`config.mk`:
```
export PLATFORM = sky130hd
export DESIGN_NAME = jedro_1_dmem_arbiter
export DESIGN_NICKNAME = d
export VERILOG_FILES = /design/src/rtl/jedro_1_dmem_arbiter.sv
export SDC_FILE = /design/constraint.sdc
export NUM_CORES = 1
export LEC_CHECK = 0
export ABC_AREA = 0
export CAP_MARGIN = 20
export CORE_AREA = 5 5 117 119
export DETAILED_ROUTE_END_ITERATION = 10
export DIE_AREA = 0 0 122 124
export SLEW_MARGIN = 30
export SYNTH_ARGS = -nofsm -noshare
export SYNTH_HDL_FRONTEND = slang
export SYNTH_SLANG_ARGS = --single-unit
```
`constraint.sdc`:
```
create_clock -name clk_i -period 2.3 [get_ports clk_i]
set_input_delay 0.69 -clock clk_i [delete_from_list [all_inputs] [get_ports clk_i]]
set_output_delay 0.69 -clock clk_i [all_outputs]
set_load 0.01 [all_outputs]
```
`src/rtl/jedro_1_dmem_arbiter.sv`:
```
// Round-robin arbiter sharing the single-port bytewrite data RAM between the core
// load/store path (m0) and a secondary master (m1), with a fixed 1-cycle response path.
module jedro_1_dmem_arbiter #(
  parameter int ADDR_WIDTH = 32,
  parameter int DATA_WIDTH = 32
) (
  input  logic                  clk_i,
  input  logic                  rstn_i,
  // master 0
  input  logic                  m0_req_i,
  input  logic [ADDR_WIDTH-1:0] m0_addr_i,
  input  logic                  m0_we_i,
  input  logic [3:0]            m0_be_i,
  input  logic [DATA_WIDTH-1:0] m0_wdata_i,
  output logic                  m0_gnt_o,
  output logic                  m0_rvalid_o,
  output logic [DATA_WIDTH-1:0] m0_rdata_o,
  output logic                  m0_err_o,
  // master 1
  input  logic                  m1_req_i,
  input  logic [ADDR_WIDTH-1:0] m1_addr_i,
  input  logic                  m1_we_i,
  input  logic [3:0]            m1_be_i,
  input  logic [DATA_WIDTH-1:0] m1_wdata_i,
  output logic                  m1_gnt_o,
  output logic                  m1_rvalid_o,
  output logic [DATA_WIDTH-1:0] m1_rdata_o,
  output logic                  m1_err_o,
  // RAM side
  output logic                  ram_en_o,
  output logic [3:0]            ram_we_o,
  output logic [ADDR_WIDTH-3:0] ram_addr_o,
  output logic [DATA_WIDTH-1:0] ram_wdata_o,
  input  logic [DATA_WIDTH-1:0] ram_rdata_i
);

  // Handshake: a master holds req (payload may change) until gnt is seen in the same
  // cycle; its response (rvalid, plus rdata/err) follows exactly one cycle later.

  logic last_m1_q, last_m1_d;
  logic rsp_valid_q, rsp_valid_d;
  logic rsp_owner_q, rsp_owner_d;
  logic rsp_read_q, rsp_read_d;
  logic rsp_err_q, rsp_err_d;

  logic                  gnt0, gnt1, any_gnt, be_legal, sel_we;
  logic [3:0]            sel_be;
  logic [ADDR_WIDTH-3:0] sel_addr;
  logic [DATA_WIDTH-1:0] sel_wdata, rsp_rdata;
  logic                  unused_addr_lsbs;

  // Word-addressed RAM: the byte offset carries no meaning here.
  assign unused_addr_lsbs = ^{m0_addr_i[1:0], m1_addr_i[1:0]};

  always_comb begin
    gnt0 = 1'b0;
    gnt1 = 1'b0;
    if (m0_req_i && m1_req_i) begin
      if (last_m1_q) gnt0 = 1'b1;
      else           gnt1 = 1'b1;
    end else begin
      gnt0 = m0_req_i;
      gnt1 = m1_req_i;
    end
    any_gnt = gnt0 | gnt1;

    sel_we    = gnt1 ? m1_we_i                     : m0_we_i;
    sel_be    = gnt1 ? m1_be_i                     : m0_be_i;
    sel_addr  = gnt1 ? m1_addr_i[ADDR_WIDTH-1:2]   : m0_addr_i[ADDR_WIDTH-1:2];
    sel_wdata = gnt1 ? m1_wdata_i                  : m0_wdata_i;

    // Only naturally aligned byte, halfword and word lane groups reach the RAM.
    case (sel_be)
      4'b0001, 4'b0010, 4'b0100, 4'b1000,
      4'b0011, 4'b1100, 4'b1111: be_legal = 1'b1;
      default:                   be_legal = 1'b0;
    endcase

    ram_en_o    = any_gnt & be_legal;
    ram_we_o    = (any_gnt && be_legal && sel_we) ? sel_be : 4'b0000;
    ram_addr_o  = sel_addr;
    ram_wdata_o = sel_wdata;

    last_m1_d   = any_gnt ? gnt1 : last_m1_q;
    rsp_valid_d = any_gnt;
    rsp_owner_d = gnt1;
    rsp_read_d  = any_gnt & be_legal & ~sel_we;
    rsp_err_d   = any_gnt & ~be_legal;
  end

  always_ff @(posedge clk_i or negedge rstn_i) begin
    if (!rstn_i) begin
      last_m1_q   <= 1'b1;
      rsp_valid_q <= 1'b0;
      rsp_owner_q <= 1'b0;
      rsp_read_q  <= 1'b0;
      rsp_err_q   <= 1'b0;
    end else begin
      last_m1_q   <= last_m1_d;
      rsp_valid_q <= rsp_valid_d;
      rsp_owner_q <= rsp_owner_d;
      rsp_read_q  <= rsp_read_d;
      rsp_err_q   <= rsp_err_d;
    end
  end

  // Write and error responses return zero data; the non-owner sees an idle port.
  always_comb begin
    rsp_rdata   = rsp_read_q ? ram_rdata_i : '0;
    m0_gnt_o    = gnt0;
    m1_gnt_o    = gnt1;
    m0_rvalid_o = rsp_valid_q & ~rsp_owner_q;
    m1_rvalid_o = rsp_valid_q &  rsp_owner_q;
    m0_rdata_o  = m0_rvalid_o ? rsp_rdata : '0;
    m1_rdata_o  = m1_rvalid_o ? rsp_rdata : '0;
    m0_err_o    = m0_rvalid_o & rsp_err_q;
    m1_err_o    = m1_rvalid_o & rsp_err_q;
  end

endmodule

```
==> results of run 1 <==
-- critical path, delay by kind of cell --
family | cells | cell delay (ps)
compound gates | 2 | 360
mux | 1 | 150
buf+inv | 3 | 370
simple gates | 1 | 260
-- area by class of cell --
type | instances | area, um^2
inverter | 7 | 31.3
multi-input combinational | 328 | 1890
clock buffer | 4 | 78.8
sequential | 5 | 126
fill | 1275 | 6560
tap | 172 | 215
timing repair buffer | 360 | 3570
-- final timing paths --
check                      startpoint  cells after the start          end
setup / recovery             m0_req_i                      7  ram_we_o[2]
hold / removal              last_m1_q                      2    last_m1_q
setup reg to reg            last_m1_q                      7   rsp_read_q
hold reg to reg             last_m1_q                      2    last_m1_q
max in group asynchronous      rstn_i                      1    last_m1_q
min in group asynchronous      rstn_i                      1  rsp_owner_q
-- cell usage after synthesis (all sizes together) --
master and number:
nand3 7, nor3b 1, or2 2, nand2 220, a21bo 1, dfrtp 4, mux2i 1, or3 1
o211ai 5, a211o 1, nor2 71, and3 5, o22ai 1, clkbuf 11, dfstp 1, a21boi 1
inv 7, a21oi 6, o21ai 2, nand2b 1, and2 1, a211oi 1, buf 14
-- logic make-up after synthesis --
kind of cell	count (synthesis)
and+or+nand+nor	309
buffers and inverters	32
AOI/OAI and AO/OA	18
DFF	5
muxes	1
-- sequential cells by signal, summed over array words and instances (netlist names) --
| register | cells |
|---|---|
| last_m1_q | 1 |
| rsp_err_q | 1 |
| rsp_owner_q | 1 |
| rsp_read_q | 1 |
| rsp_valid_q | 1 |
-- power by group --
part	internal (mW)	total, mW	switching [mW]	leakage, nW
combinational	0.799	1.41	0.616	2.84
clock	0.229	0.283	0.0536	0.0382
sequential	0.0999	0.107	0.00711	0.0587
total	1.13	1.80	0.676	2.94
-- timing repair --
action	in CTS	in global routing
pin swaps	67	62
setup buffers	8	3
endpoints found under the setup margin	133	114
gates cloned	9	3
resized for setup	480	198
-- routing by layer --
metal	track usage	routed length, um	vias up	part of all wire
met5	0	0	-	0
met1	0.170	4850	1599	0.36
met4	0.0266	128	0	0.0096
met2	0.296	7350	164	0.55
li1	-	-	1793	-
met3	0.0377	1080	12	0.080
==> out/qor.yml, run 1 <==
drt_first_iter_violations: 120
grt_pass1_vias: 3437
gp_congestion: 0.849
cts_tree: "yes"
synth_xor_area_frac: 0
worst_slack_ps: -229
rows: 41
grt_antenna_before_repair: 0
clk_pin_slew_ps: 30
yosysTopAreaCellShare: 0.510
critical_path_class: "in2out"
grt_max_degree: 35
final_core_util: 0.474
min_period_ps: 2530
pre_cts_ws_ps: -1040
mappedNetlistArea_um2: 1620
cts_inserted_buffers: 3
worstHoldPathType: "reg2reg"
cts_buffer_depth: 2
routed_wl_um: 13400
synth-simple-area-share: 0.740
slew_violations: 0
finalNonFillerCells: 876
setup_viol_count_final: 55
layout.nets: 879
cp_common_cell: "buf_6"
ys_types: 28
setup_tns_ps: -5060
peakVddDrop_mv: 0.158
die_y_um: 124
io_buffers: 306
cp.required_ps: 1610
yosysTopAreaCell: "nand2_1"
critPathMaxFanout: 4
yosysSeqAreaShare: 0.0781
drt_first_pass_iters: 4
critical-path-max-stage-delay_ps: 260
avgSynthCellArea_um2: 4.44
slew_headroom: 0.820
yosys_warnings: 0
clock_sinks: 5
area_growth_syn_to_layout_pct: 265
yosys-top-cells-area: "nand2_1 (51%), nor2_1 (16%), dfrtp_1 (6.2%)"
clock-root-buffer: "clkbuf_16"
via_count: 3568
finalHoldViolations: 0
io_pins: 311
startpoint_type: "primary input"
cp_slowest_cell: "or2_4"
drc_errors: 0
layout_common_cells: "clkdlybuf4s50_1 (162), nand2_1 (118), nor2_1 (69), nand2_2 (52), nand2_4 (50)"
place_hpwl_um: 10100
rsz0062_at_grt: "true"
critPathArrivalTime_ps: 1840
synth_adder_area_share: 0
worstPathCellList: "buf_6, a21bo_4, buf_6, mux2i_2, or2_4, a21oi_2, buf_2"
power.density_nw_per_um2: 305
synth_top_family_by_area: "simple AND/OR/NAND/NOR gates"
total_power_mw: 1.80
drive_above_1_share: 0.395
clk_latency_ps: 230
overflow: 0
min_period_over_period: 1.10
avgViaCountPerCell: 4.07
layout_commonest_cell: "clkdlybuf4s50_1"
worst_pin_slew_ps: 269
syn_nets: 539
start_util: 0.130
htreeDepth: 1
p_leak_nw: 2.94
synth_seq_cells: 5
grt.total_usage: 0.153
ant_nets: 0
diodes: 0
cp-end-kind: "primary output"
post_synth_inst_count: 365
whs_ps: 510
core_area_um2: 12500
fin_skew_ps: 0.817
grt_pass1_wl_um: 18200
rrSetupSlack_ps: 710
placed_cell_area_um2: 5130
die-area_um2: 15100
muxShareOfSynthArea: 0.00618
design_area_um2: 5910
fmax_mhz: 395
routedWlPerCell_um: 15.3
synth_compound_area_frac: 0.0788
fp.dieW_um: 122
place_inst: 853
violations: "setup timing"
status: "finished, violations left"
max-cap-violations: 0
cts_hold_buf: 0
No activity file was read; power rests on OpenSTA's default activity.
==> run 2, diff against run 1 <==
Settings changed: CORE_AREA 5 5 117 119 to 2 2 122 124, DIE_AREA 0 0 122 124 to 0 0 124 126, DONT_BUFFER_PORTS set to 1, PLACE_DENSITY_LB_ADDON set to 0.2.
==> out/qor.yml, run 2 (synthesis gave the netlist of run 1 again) <==
status: "finished, violations left"
violations: "setup timing"
intPower_mw: 0.473
grt_antenna_before_repair: 0
slew_headroom: 0.754
die-area_um2: 15600
clock-root-buffer: "clkbuf_16"
routedWlPerCell_um: 13.0
total_power_mw: 0.879
place_hpwl_um: 6110
fp.dieW_um: 124
drt_first_pass_iters: 4
clock_sinks: 5
worst_pin_slew_ps: 366
routed_wl_um: 7170
worst_slack_ps: -1.76
whs_ps: 161
clk_latency_ps: 220
htreeDepth: 1
p_clk_frac: 0.321
critical_path_class: "in2out"
diodes: 0
setup_viol_count_final: 1
gp_congestion: 0.786
drive_above_1_share: 0.115
grt_pass1_vias: 1735
start_util: 0.113
cts_hold_buf: 0
layout_commonest_cell: "nand2_1"
worstHoldPathType: "in2async"
layout_common_cells: "nand2_1 (217), nor2_1 (71), buf_4 (17), nand3_1 (7), inv_1 (6)"
peakVddDrop_mv: 0.204
seq_power_share: 0.119
cts_inserted_buffers: 3
cts_tree: "yes"
avgViaCountPerCell: 4.20
p_sw_frac: 0.461
grt.total_usage: 0.0734
ant_nets: 0
critPathArrivalTime_ps: 1610
finalHoldViolations: 0
overflow: 0
drt_first_iter_violations: 57
layout.nets: 541
grt_max_degree: 51
p_leak_nw: 1.04
cp.required_ps: 1610
pre_cts_ws_ps: -132
rows: 44
min_period_ps: 2300
critPathMaxFanout: 4
die_y_um: 126
area_growth_syn_to_layout_pct: 25.5
fin_skew_ps: 0.0651
switchingPower_mw: 0.406
cp-end-kind: "primary output"
fmax_mhz: 434
io_buffers: 0
final_core_util: 0.142
grt_pass1_wl_um: 8650
power.density_nw_per_um2: 433
rsz0062_at_grt: "true"
drc_errors: 0
cts_buffer_depth: 2
max-cap-violations: 0
startpoint_type: "primary input"
setup_tns_ps: -1.76
min_period_over_period: 1.00
io_pins: 311
via_count: 2312
slew_violations: 0
clk_pin_slew_ps: 30
core_area_um2: 14300
pwr-share-comb: 0.561
==> run 2: metrics by stage <==
stage / area, um^2 / std cells
3_5_place_dp: 1890 / 545
3_3_place_gp: 1890 / 545
4_1_cts: 2000 / 549
5_1_grt: 2030 / 550
6_report: 2030 / 550
2_1_floorplan: 1620 / 365
==> run 2: final timing paths <==
check                               to  slack [ps]  cells past startpoint      start
min in group clk_i           last_m1_q         510                      1   m0_req_i
min reg2reg                  last_m1_q         630                      3  last_m1_q
max in group asynchronous    last_m1_q        1970                      0     rstn_i
min                          rsp_err_q         160                      0     rstn_i
max                        ram_we_o[1]          -2                      5   m1_req_i
max reg2reg                 rsp_read_q         790                      6  last_m1_q
==> run 2: per-layer routing <==
metal / vias up / wire length [um] / GRT usage
met5: - / 0 / 0
met4: 0 / 198 / 0.0291
met3: 12 / 1040 / 0.0231
met2: 209 / 3860 / 0.154
met1: 982 / 2070 / 0.0597
li1: 1109 / - / -
==> run 2: critical path, cell delays in order <==
cell and delay (ps):
a21bo_4 240, mux2i_2 160, or2_4 270, a21oi_2 110
buf_4 140
==> run 2: layout make-up <==
cell class | count | area [um^2]
clock buffer | 4 | 78.8
fill | 1655 | 12300
inverter | 7 | 26.3
multi-input combinational | 328 | 1370
sequential | 5 | 126
tap | 184 | 230
timing repair buffer | 22 | 196
==> run 2: power by group through the flow <==
stage	sequential (mW)	combinational (mW)	clock (mW)
after floorplan	0.106	0.385	0
after global placement	0.106	0.474	0
after detailed placement	0.106	0.476	0
after CTS	0.106	0.487	0.286
after global routing	0.106	0.556	0.292
final	0.104	0.493	0.282
==> run 2: repair_timing <==
action / in CTS / in global routing
endpoints found under the setup margin: 67 / 46
pin swaps: 1 / 1
gates cloned: 0 / 0
setup buffers: 0 / 1
gates resized for setup: 9 / 8
==> run 3, diff against run 2 <==
Settings changed: RECOVER_POWER set to 50.
==> out/qor.yml, run 3 (synthesis gave the netlist of run 1 again) <==
final_core_util: 0.141
peakVddDrop_mv: 0.202
rrSetupSlack_ps: 790
grt_pass1_wl_um: 8650
rsz0062_at_grt: "true"
critical-path-max-stage-delay_ps: 270
reg2reg_from: "last_m1_q"
setup_viol_count_final: 1
finalHoldViolations: 0
worstReg2RegEnd: "rsp_read_q"
whs_ps: 161
die_y_um: 126
slew_violations: 0
drt_first_iter_violations: 57
worstHoldPathType: "in2async"
grt_antenna_before_repair: 0
layout.nets: 541
fmax_mhz: 434
cts_tree: "yes"
clock_sinks: 5
cp_top_family: "compound AO/OA/AOI/OAI gates"
ant_nets: 0
max-cap-violations: 0
avgViaCountPerCell: 4.20
p_clk_frac: 0.322
cts_inserted_buffers: 3
area_growth_syn_to_layout_pct: 24.8
seq_power_share: 0.119
p_sw_frac: 0.463
io_buffers: 0
min_period_over_period: 1.00
drive_above_1_share: 0.107
clk_pin_slew_ps: 30
io_pins: 311
layout_common_cells: "nand2_1 (217), nor2_1 (71), buf_4 (13), nand3_1 (7), inv_1 (6)"
drt_first_pass_iters: 4
worstPathCellList: "a21bo_4, mux2i_2, or2_4, a21oi_2, buf_4"
slew_headroom: 0.753
intPower_mw: 0.470
via_count: 2312
cp_slowest_cell: "or2_4"
pwr-share-comb: 0.559
routed_wl_um: 7170
layout_commonest_cell: "nand2_1"
overflow: 0
grt.total_usage: 0.0734
reg2regPathDepth: 6
clock-root-buffer: "clkbuf_16"
worst_slack_ps: -1.76
critical_path_class: "in2out"
htreeDepth: 1
gp_congestion: 0.786
critPathMaxFanout: 4
start_util: 0.113
critPathArrivalTime_ps: 1610
power.density_nw_per_um2: 433
switchingPower_mw: 0.405
violations: "setup timing"
die-area_um2: 15600
diodes: 0
p_leak_nw: 1.02
clk_latency_ps: 220
min_period_ps: 2300
cp-end-kind: "primary output"
cts_buffer_depth: 2
routedWlPerCell_um: 13.0
status: "finished, violations left"
grt_pass1_vias: 1735
fin_skew_ps: 0.0651
drc_errors: 0
rows: 44
startpoint_type: "primary input"
place_hpwl_um: 6110
cts_hold_buf: 0
cp.required_ps: 1610
path_buf_inv: 1
grt_max_degree: 51
fp.dieW_um: 124
worst_pin_slew_ps: 367
core_area_um2: 14300
-- run 3: what timing repair did --
action,CTS,global route
pin swaps,1,1
endpoints found under the setup margin,67,46
buffers inserted,0,1
resized for setup,9,8
cloned,0,0
-- run 3: per-stage QoR --
stage | area, um^2 | total power, mW | TNS, ps | setup WS (ps) | cells
after global placement | 1890 | 0.580 | -1730 | -113 | 545
final | 2020 | 0.875 | -1.76 | -1.76 | 550
after floorplan | 1620 | 0.491 | -55.3 | -13.8 | 365
after detailed placement | 1890 | 0.582 | -2300 | -132 | 545
after CTS | 2000 | 0.879 | -40.6 | -17.8 | 549
after global routing | 2020 | 0.951 | -235 | -61.3 | 550
-- run 3: power groups by stage --
stage          registers, mW  logic (mW)  clock network [mW]
2_1_floorplan          0.106       0.385                   0
3_3_place_gp           0.106       0.474                   0
3_5_place_dp           0.106       0.476                   0
4_1_cts                0.106       0.487               0.286
5_1_grt                0.106       0.553               0.292
6_report               0.104       0.489               0.282
-- run 3: worst max-delay path by stage --
stage | cells after the start | to | startpoint
floorplan | 5 | ram_we_o[0] | m1_req_i
global placement | 5 | ram_we_o[1] | m1_req_i
detailed placement | 5 | ram_we_o[3] | m1_req_i
CTS | 5 | ram_en_o | m1_req_i
global route | 5 | ram_we_o[3] | m1_req_i
finish | 5 | ram_we_o[1] | m1_req_i
-- run 3: cell type report --
type | count | area [um^2]
clock buffer | 4 | 78.8
fill | 1661 | 12300
inverter | 7 | 26.3
multi-input combinational | 328 | 1370
sequential | 5 | 126
tap | 184 | 230
timing repair buffer | 22 | 185
-- run 3: routing by layer --
| layer | vias up | global-route usage | wire, um |
|---|---|---|---|
| met5 | - | 0 | 0 |
| met4 | 0 | 0.0291 | 198 |
| met3 | 12 | 0.0231 | 1040 |
| met2 | 209 | 0.154 | 3850 |
| met1 | 982 | 0.0597 | 2080 |
| li1 | 1109 | - | - |
-- run 3: worst reg2reg max path, cell delays in order, from the launching register on --
cell and delay, ps:
dfstp_2 530, a21bo_4 170, inv_2 100, a21oi_1 160
o211ai_2 120, clkbuf_4 160, and3_1 150
